### src/rtl/sprite_craft_ctrl_pkg.sv
// Shared types and constants for the sprite craft controller and its animation dividers.
package sprite_craft_ctrl_pkg;

   typedef enum logic [1:0] {
      ST_ALIVE = 2'd0,
      ST_DYING = 2'd1,
      ST_DEAD  = 2'd2
   } state_t;

   // Bit positions inside dir = {up, down, left, right}
   localparam int DIR_UP    = 3;
   localparam int DIR_DOWN  = 2;
   localparam int DIR_LEFT  = 1;
   localparam int DIR_RIGHT = 0;

   localparam int H_DISP_PX = 640;
   localparam int V_DISP_PX = 480;

   // Counter width that stays legal for a modulus of 1
   function automatic int cnt_w(input int n);
      return (n > 1) ? $clog2(n) : 1;
   endfunction

endpackage

### src/rtl/sprite_craft_ctrl_anim_divider.sv
// Clock divider feeding a modulo-N frame counter; clr restarts both at frame 0.
module anim_divider
   import sprite_craft_ctrl_pkg::*;
#(
   parameter int DIV = 64,
   parameter int N   = 2,
   parameter int FW  = cnt_w(N)
) (
   input  logic          clk_run,
   input  logic          rst,
   input  logic          clr,
   input  logic          en,
   output logic          wrap,
   output logic [FW-1:0] frame
);

   localparam int CW = cnt_w(DIV);

   logic [CW-1:0] cnt;

   assign wrap = en && (cnt == CW'(DIV - 1));

   always_ff @(posedge clk_run) begin
      if (rst || clr) begin
         cnt   <= '0;
         frame <= '0;
      end else if (en) begin
         if (wrap) begin
            cnt   <= '0;
            frame <= (frame == FW'(N - 1)) ? '0 : frame + 1'b1;
         end else begin
            cnt <= cnt + 1'b1;
         end
      end
   end

endmodule

### src/rtl/sprite_craft_ctrl.sv
// One craft: clamped 8-way movement, alive/dying/dead lifecycle, frame animation
// and a 2-cycle sprite pixel path against an external 1-cycle ROM.
module sprite_craft_ctrl
   import sprite_craft_ctrl_pkg::*;
#(
   parameter int X_SIZE      = 102,
   parameter int Y_SIZE      = 126,
   parameter int H_DISP      = H_DISP_PX,
   parameter int V_DISP      = V_DISP_PX,
   parameter int POS_W       = 10,
   parameter int SPEED       = 1,
   parameter int DEF_X       = 269,
   parameter int DEF_Y       = 340,
   parameter int N_NORMAL    = 2,
   parameter int N_DESTROY   = 3,
   parameter int ANIM_DIV    = 64,
   parameter int DESTROY_DIV = 16,
   parameter int GRAY_W      = 4,
   parameter int ADDR_W      = 14
) (
   input  logic                  clk_run,
   input  logic                  rst,
   input  logic                  en_i,
   input  logic                  frame_tick_i,
   input  logic                  pix_en_i,
   input  logic [POS_W-1:0]      req_x_i,
   input  logic [POS_W-1:0]      req_y_i,
   input  logic                  move_en_i,
   input  logic [3:0]            dir_i,
   input  logic                  hit_i,
   input  logic                  respawn_i,
   output logic [ADDR_W-1:0]     rom_addr_o,
   input  logic [N_NORMAL*(1+GRAY_W)+N_DESTROY*GRAY_W-1:0] rom_data_i,
   output logic [POS_W-1:0]      x_pos_o,
   output logic [POS_W-1:0]      y_pos_o,
   output logic [1:0]            state_o,
   output logic                  dead_o,
   output logic [3*GRAY_W-1:0]   vga_rgb_o,
   output logic                  vga_alpha_o
);

   localparam int RW      = N_NORMAL*(1+GRAY_W) + N_DESTROY*GRAY_W;
   localparam int PIX_MAX = X_SIZE*Y_SIZE - 1;
   localparam int NFW     = cnt_w(N_NORMAL);
   localparam int DFW     = cnt_w(N_DESTROY);

   localparam logic [POS_W:0] SPD   = (POS_W+1)'(SPEED);
   localparam logic [POS_W:0] X_MAX = (POS_W+1)'(H_DISP - X_SIZE);
   localparam logic [POS_W:0] Y_MAX = (POS_W+1)'(V_DISP - Y_SIZE);

   state_t             state;
   logic [POS_W-1:0]   x, y, x_nxt, y_nxt;
   logic [POS_W:0]     x_sum, y_sum, x_end, y_end;
   logic [ADDR_W-1:0]  pcnt;
   logic               in_area, hit_d;
   logic               go_dying, go_alive;
   logic               nwrap_unused, dwrap;
   logic [NFW-1:0]     nframe;
   logic [DFW-1:0]     dframe;
   logic [GRAY_W:0]    nslice [N_NORMAL];
   logic [GRAY_W-1:0]  dslice [N_DESTROY];
   logic               sel_a;
   logic [GRAY_W-1:0]  sel_g;

   assign x_pos_o    = x;
   assign y_pos_o    = y;
   assign state_o    = state;
   assign rom_addr_o = pcnt;

   assign go_dying = en_i && hit_i && (state == ST_ALIVE);
   assign go_alive = en_i && respawn_i && (state == ST_DEAD);

   anim_divider #(.DIV(ANIM_DIV), .N(N_NORMAL), .FW(NFW)) u_norm (
      .clk_run (clk_run),
      .rst     (rst),
      .clr     (go_alive),
      .en      (en_i && (state == ST_ALIVE)),
      .wrap    (nwrap_unused),
      .frame   (nframe)
   );

   anim_divider #(.DIV(DESTROY_DIV), .N(N_DESTROY), .FW(DFW)) u_dest (
      .clk_run (clk_run),
      .rst     (rst),
      .clr     (go_dying),
      .en      (en_i && (state == ST_DYING)),
      .wrap    (dwrap),
      .frame   (dframe)
   );

   // One extra bit so the far edge of a sprite near the top of the range cannot wrap
   assign x_end   = {1'b0, x} + (POS_W+1)'(X_SIZE);
   assign y_end   = {1'b0, y} + (POS_W+1)'(Y_SIZE);
   assign in_area = pix_en_i
                 && ({1'b0, req_x_i} >= {1'b0, x}) && ({1'b0, req_x_i} < x_end)
                 && ({1'b0, req_y_i} >= {1'b0, y}) && ({1'b0, req_y_i} < y_end);

   always_ff @(posedge clk_run) begin
      if (rst) begin
         pcnt  <= '0;
         hit_d <= 1'b0;
      end else begin
         hit_d <= en_i && in_area;
         if (en_i) begin
            if (frame_tick_i)
               pcnt <= '0;
            else if (in_area && (pcnt != ADDR_W'(PIX_MAX)))
               pcnt <= pcnt + 1'b1;
         end
      end
   end

   // ROM word is MSB-first: normal {alpha,gray} slices, then destroy gray slices
   for (genvar i = 0; i < N_NORMAL; i++) begin : g_nsl
      assign nslice[i] = rom_data_i[RW-1-i*(GRAY_W+1) -: GRAY_W+1];
   end
   for (genvar j = 0; j < N_DESTROY; j++) begin : g_dsl
      assign dslice[j] = rom_data_i[RW-1-N_NORMAL*(GRAY_W+1)-j*GRAY_W -: GRAY_W];
   end

   always_comb begin
      sel_a = 1'b0;
      sel_g = '0;
      case (state)
         ST_ALIVE: begin
            sel_a = nslice[nframe][GRAY_W];
            sel_g = nslice[nframe][GRAY_W-1:0];
         end
         ST_DYING: begin
            sel_g = dslice[dframe];
            sel_a = |dslice[dframe];
         end
         default: ;
      endcase
   end

   always_ff @(posedge clk_run) begin
      if (rst) begin
         vga_rgb_o   <= '0;
         vga_alpha_o <= 1'b0;
      end else if (en_i && hit_d) begin
         vga_rgb_o   <= {3{sel_g}};
         vga_alpha_o <= sel_a;
      end else begin
         vga_rgb_o   <= '0;
         vga_alpha_o <= 1'b0;
      end
   end

   // Opposing direction bits cancel per axis; the axes move independently
   always_comb begin
      x_nxt = x;
      y_nxt = y;
      x_sum = {1'b0, x} + SPD;
      y_sum = {1'b0, y} + SPD;
      if (dir_i[DIR_LEFT] && !dir_i[DIR_RIGHT])
         x_nxt = ({1'b0, x} >= SPD) ? x - SPD[POS_W-1:0] : '0;
      else if (dir_i[DIR_RIGHT] && !dir_i[DIR_LEFT])
         x_nxt = (x_sum > X_MAX) ? X_MAX[POS_W-1:0] : x_sum[POS_W-1:0];
      if (dir_i[DIR_UP] && !dir_i[DIR_DOWN])
         y_nxt = ({1'b0, y} >= SPD) ? y - SPD[POS_W-1:0] : '0;
      else if (dir_i[DIR_DOWN] && !dir_i[DIR_UP])
         y_nxt = (y_sum > Y_MAX) ? Y_MAX[POS_W-1:0] : y_sum[POS_W-1:0];
   end

   always_ff @(posedge clk_run) begin
      if (rst) begin
         state  <= ST_ALIVE;
         x      <= POS_W'(DEF_X);
         y      <= POS_W'(DEF_Y);
         dead_o <= 1'b0;
      end else if (en_i) begin
         case (state)
            ST_ALIVE: begin
               if (move_en_i) begin
                  x <= x_nxt;
                  y <= y_nxt;
               end
               if (hit_i) state <= ST_DYING;
            end
            ST_DYING: begin
               if (dwrap && (dframe == DFW'(N_DESTROY - 1))) begin
                  state  <= ST_DEAD;
                  dead_o <= 1'b1;
               end
            end
            ST_DEAD: begin
               if (respawn_i) begin
                  state  <= ST_ALIVE;
                  dead_o <= 1'b0;
                  x      <= POS_W'(DEF_X);
                  y      <= POS_W'(DEF_Y);
               end
            end
            default: begin
               state  <= ST_ALIVE;
               dead_o <= 1'b0;
            end
         endcase
      end
   end

endmodule
### config.mk
export PLATFORM = sky130hd
export DESIGN_NAME = sprite_craft_ctrl
export DESIGN_NICKNAME = d
export VERILOG_FILES = /design/src/rtl/sprite_craft_ctrl_pkg.sv /design/src/rtl/sprite_craft_ctrl_anim_divider.sv /design/src/rtl/sprite_craft_ctrl.sv
export SDC_FILE = /design/constraint.sdc
export NUM_CORES = 1
export LEC_CHECK = 0
export BUFFER_PORTS_ARGS = -buffer_cell sky130_fd_sc_hd__buf_2
export CORE_ASPECT_RATIO = 0.9
export CORE_MARGIN = 10
export CORE_UTILIZATION = 60
export CTS_CLUSTER_SIZE = 16
export DETAILED_ROUTE_END_ITERATION = 16
export HOLD_SLACK_MARGIN = 0.12
export PLACE_DENSITY = 0.83
export SLEW_MARGIN = 10
export SYNTH_ARGS = -nofsm -noshare
export SYNTH_HDL_FRONTEND = slang
export SYNTH_HIERARCHICAL = 1
export SYNTH_SLANG_ARGS = --single-unit
### constraint.sdc
create_clock -name clk_run -period 6.1 [get_ports clk_run]
set_clock_uncertainty 0.1 [all_clocks]
set_input_delay 0.915 -clock clk_run [delete_from_list [all_inputs] [get_ports clk_run]]
set_output_delay 0.915 -clock clk_run [all_outputs]
set_load 0.01 [all_outputs]
==> metrics.md <==
| Metric | Value |
|---|---|
| Die area | `~13000 um2` |
| Worst EP arrival | `~4100 ps` |
| Main synth FF type | `dfxtp_1` |
| Minimum period implied by the final worst setup slack | `4000 ps` |
| Buf/Inv on CP | `1` |
| Setup CP Type | `register to register` |
| Worst Path Max Fanout | `15` |
| Sequential-to-total area share from yosys stat | `a little over a fifth` |
| Clock Sinks | `56` |
| WP depth | `12` |
| Area taken by multi-input logic gates | `about 3800 um2` |
| Post-Syn Area | `between 5000 and 6000 um2` |
| First DRT Iteration DRCs | `483` |
| Post-synth top cells | `nand2_1 (67), nor2_1 (61), dfxtp_1 (56)` |
| Number of antenna diodes | `0` |
| Fin Hold WS | `between 400 and 500 ps` |
| Worst R2R End | `rom_addr_o[10]$_SDFFE_PP0P_` |
| Syn Nets | `810` |
| Critical Path Source Type | `register` |
| Unrepaired setup endpoints after global routing | `false` |
| Syn Inst Count | `702` |
| Routability cong. | `0.981` |
| Via count | `5680` |
| Area delta synth->final | `10.2%` |
| Core area | `8570 um2` |
| Die Y | `between 100 and 150 um` |
| Initial core utilization | `61.6%` |
| Drt drc | `0` |
| Worst setup EP type | `register` |
| Vias/cell | `about 6.4` |
| Wire length of the first global-routing pass | `25700 um` |
| Status | `completed` |
| Syn Area/Cell | `7.52 um2` |
| Hold Path Class | `register to register` |
| IO Pins | `between 100 and 150` |
| Initial antenna violation count | `0` |
| CTS Buffer Depth | `2` |
| Inst Count DP | `878` |
| P_leak | `2.38 nW` |
| Max cap viols | `0` |
| Fin util | `67.9%` |
| Yosys reg bits | `56` |
| Slowest cell on the critical path | `or4_1` |
| Synth top area share | `21.2%` |
| Fmax | `between 200 and 300 MHz` |
| Clock transition at path regs | `100 ps` |
| CTS tree | `yes` |
| Worst Setup EP | `rom_addr_o[10]$_SDFFE_PP0P_` |
| Async S/R FF share, synth | `0%` |
| Worst skew pair latency | `about 320 ps` |
| Clock H-tree levels | `2` |
| CP Cell Sequence | `inv_1 > ha_1 > o21ai_0 > nand3_1 > xnor2_1 > ha_1 > a21oi_1 > o21ai_0 > a21o_1 > or4_1 > or4_1 > a31oi_1` |
| Post-DP HPWL | `12300 um` |
| Hold-fix buffers at CTS | `0` |
| Final global-route overflow total | `0` |
| Setup TNS | `0 ps` |
| Routed wire length | `15800 um` |
| EDFF count, synth | `0` |
| Filler Cells Inserted | `about 780` |
| Library cells used by synthesis | `75` |
| Hold Fails Final Rpt | `0` |
| Max-slew violation count | `0` |
| Power per Cell Area | `135 nW/um2` |
| R2R cell count | `12` |
| Total CTS buffers | `5` |
| Slew HR | `31.9%` |
| Gr usage total | `a little under a quarter` |
| Die Wd | `119 um` |
| Tot Pwr | `786 uW` |
| Port Buffers | `103` |
| Slew @ Worst Pin | `1010 ps` |
| Reg2Reg Setup Slack | `2100 ps` |
| Final setup viols | `0` |
| Largest net degree at the start of global routing | `36` |
| Setup Buffers After CTS | `0` |
| Largest cells by area after synthesis | `dfxtp_1 (21%), ha_1 (13%), nand2_1 (4.8%)` |
| Root buffer cell | `clkbuf_8` |
| Antenna viol nets, final | `0` |
| Area leader, netlist | `dfxtp_1` |
| Final net count | `874` |
| Routed len/inst | `17.8 um` |
| Vias in the first global route | `5458` |
| Non-Filler Instances | `~890` |
| Tcrit/Tclk final | `65.6%` |
| YS warnings | `6` |
| Slowest stage delay, CP | `around 700 ps` |
| Worst path top cell family by delay | `simple AND/OR/NAND/NOR gates` |
| Worst Setup SP | `x_pos_o[2]$_SDFFE_PP1P_` |
| Post_cts resized | `0` |
| Count leader, synth | `nand2_1` |
| RR Startpoint | `x_pos_o[2]$_SDFFE_PP1P_` |
| Worst EP required | `roughly 6200 ps` |
| Register area | `1120 um2` |
| DRT Pass-1 Iters | `6` |
| Site row count | `32` |
| Max VDD drop | `approximately 0.11 mV` |
| Share of cells above drive strength 1 | `~17%` |
-- cells by family (layout without fill, tap and decap cells) --
| family | after synthesis | count (layout) | synth area share, % |
|---|---|---|---|
| muxes | 21 | 21 | 4.12 |
| xor gates and xnor gates | 27 | 27 | 4.48 |
| AOI/OAI and AO/OA | 186 | 186 | 23.9 |
| buffers and inverters | 83 | 148 | 6.70 |
| adders and majority gates | 54 | 54 | 12.8 |
| and+or+nand+nor | 275 | 275 | 26.7 |
| DFF | 56 | 56 | 21.2 |
-- registers in the layout (all words and copies together), names as in the netlist --
| signal | flops |
|---|---|
| dead_o | 1 |
| hit_d | 1 |
| rom_addr_o | 14 |
| state_o | 2 |
| u_dest/cnt | 4 |
| u_dest/frame | 2 |
| u_norm/cnt | 6 |
| u_norm/frame | 1 |
| vga_alpha_o | 1 |
| vga_rgb_o | 4 |
| x_pos_o | 10 |
| y_pos_o | 10 |
-- power by group --
group | switching (mW) | internal, mW
Combinational | 0.110 | 0.0762
Sequential | 0.0175 | 0.372
Clock | 0.128 | 0.0822
-- how the worst min path moves through the flow --
stage	endpoint	depth (start not counted)	start
final	u_dest/cnt[0]$_SDFFE_PP0P_	2	u_dest/cnt[0]$_SDFFE_PP0P_
after global routing	u_dest/cnt[0]$_SDFFE_PP0P_	2	u_dest/cnt[0]$_SDFFE_PP0P_
after CTS	u_dest/cnt[0]$_SDFFE_PP0P_	2	u_dest/cnt[0]$_SDFFE_PP0P_
after detailed placement	u_dest/cnt[0]$_SDFFE_PP0P_	2	u_dest/cnt[0]$_SDFFE_PP0P_
after global placement	u_dest/cnt[0]$_SDFFE_PP0P_	2	u_dest/cnt[0]$_SDFFE_PP0P_
after floorplan	u_dest/frame[1]$_SDFFE_PP0P_	2	u_dest/frame[1]$_SDFFE_PP0P_
-- area by class of cell --
class                   instances  share of cell area [%]
clock inverters                 2                   0.280
inverters                      37                    2.39
multi-input cells             563                    65.4
flip-flops and latches         56                    19.3
repair buffers                103                    8.86
clock buffers                   6                    1.25
well taps                     119                    2.56
-- layer usage --
metal	routed length [um]	global-route usage (%)
met5	0	0
met4	247	6.88
met3	925	3.93
met2	7780	39.7
met1	6830	29.4
-- per-stage QoR --
step	setup WS, ps	instance area [um2]
final	2100	5820
after global routing	1830	5820
after CTS	2160	5820
after detailed placement	2190	5730
after global placement	2330	5730
after floorplan	2450	5280
-- layout by cell type (no fill, tap or decap), types with 3 or more instances in the layout --
master     instances
o21a_1             4
or3_1              4
a21o_1             8
clkbuf_8           5
and3_1            10
a211oi_1           6
o21ai_0           32
o22ai_1            4
nor4b_1            3
mux2_2             6
nor3_1            22
or4_1              6
dfxtp_1           56
nand2_1           67
nor2_1            61
a22oi_1            3
a32oi_1            8
o211ai_1          10
a31oi_1           17
ha_1              54
o311ai_0           3
a32o_1             3
a211o_1            4
o2111ai_1          4
nand4_1           23
nor2b_1            8
and4_1             5
mux2i_1           15
and2_1             5
a21oi_1           50
a21boi_0           3
xor2_1             7
nand2b_1           7
inv_1             35
buf_2            103
xnor2_1           20
nand3_1           24
nor4_1            12
-- worst register-to-register path: cells and delay by family, from the launching register on --
kind | cells | cell delay (ps)
AND/OR/NAND/NOR | 3 | 1300
AO/OA/AOI/OAI | 5 | 940
flip-flops | 1 | 670
adder cells (fa/ha/maj) | 2 | 570
buffers and inverters | 1 | 190
XOR/XNOR | 1 | 160
(Power assumes the default switching activity.)
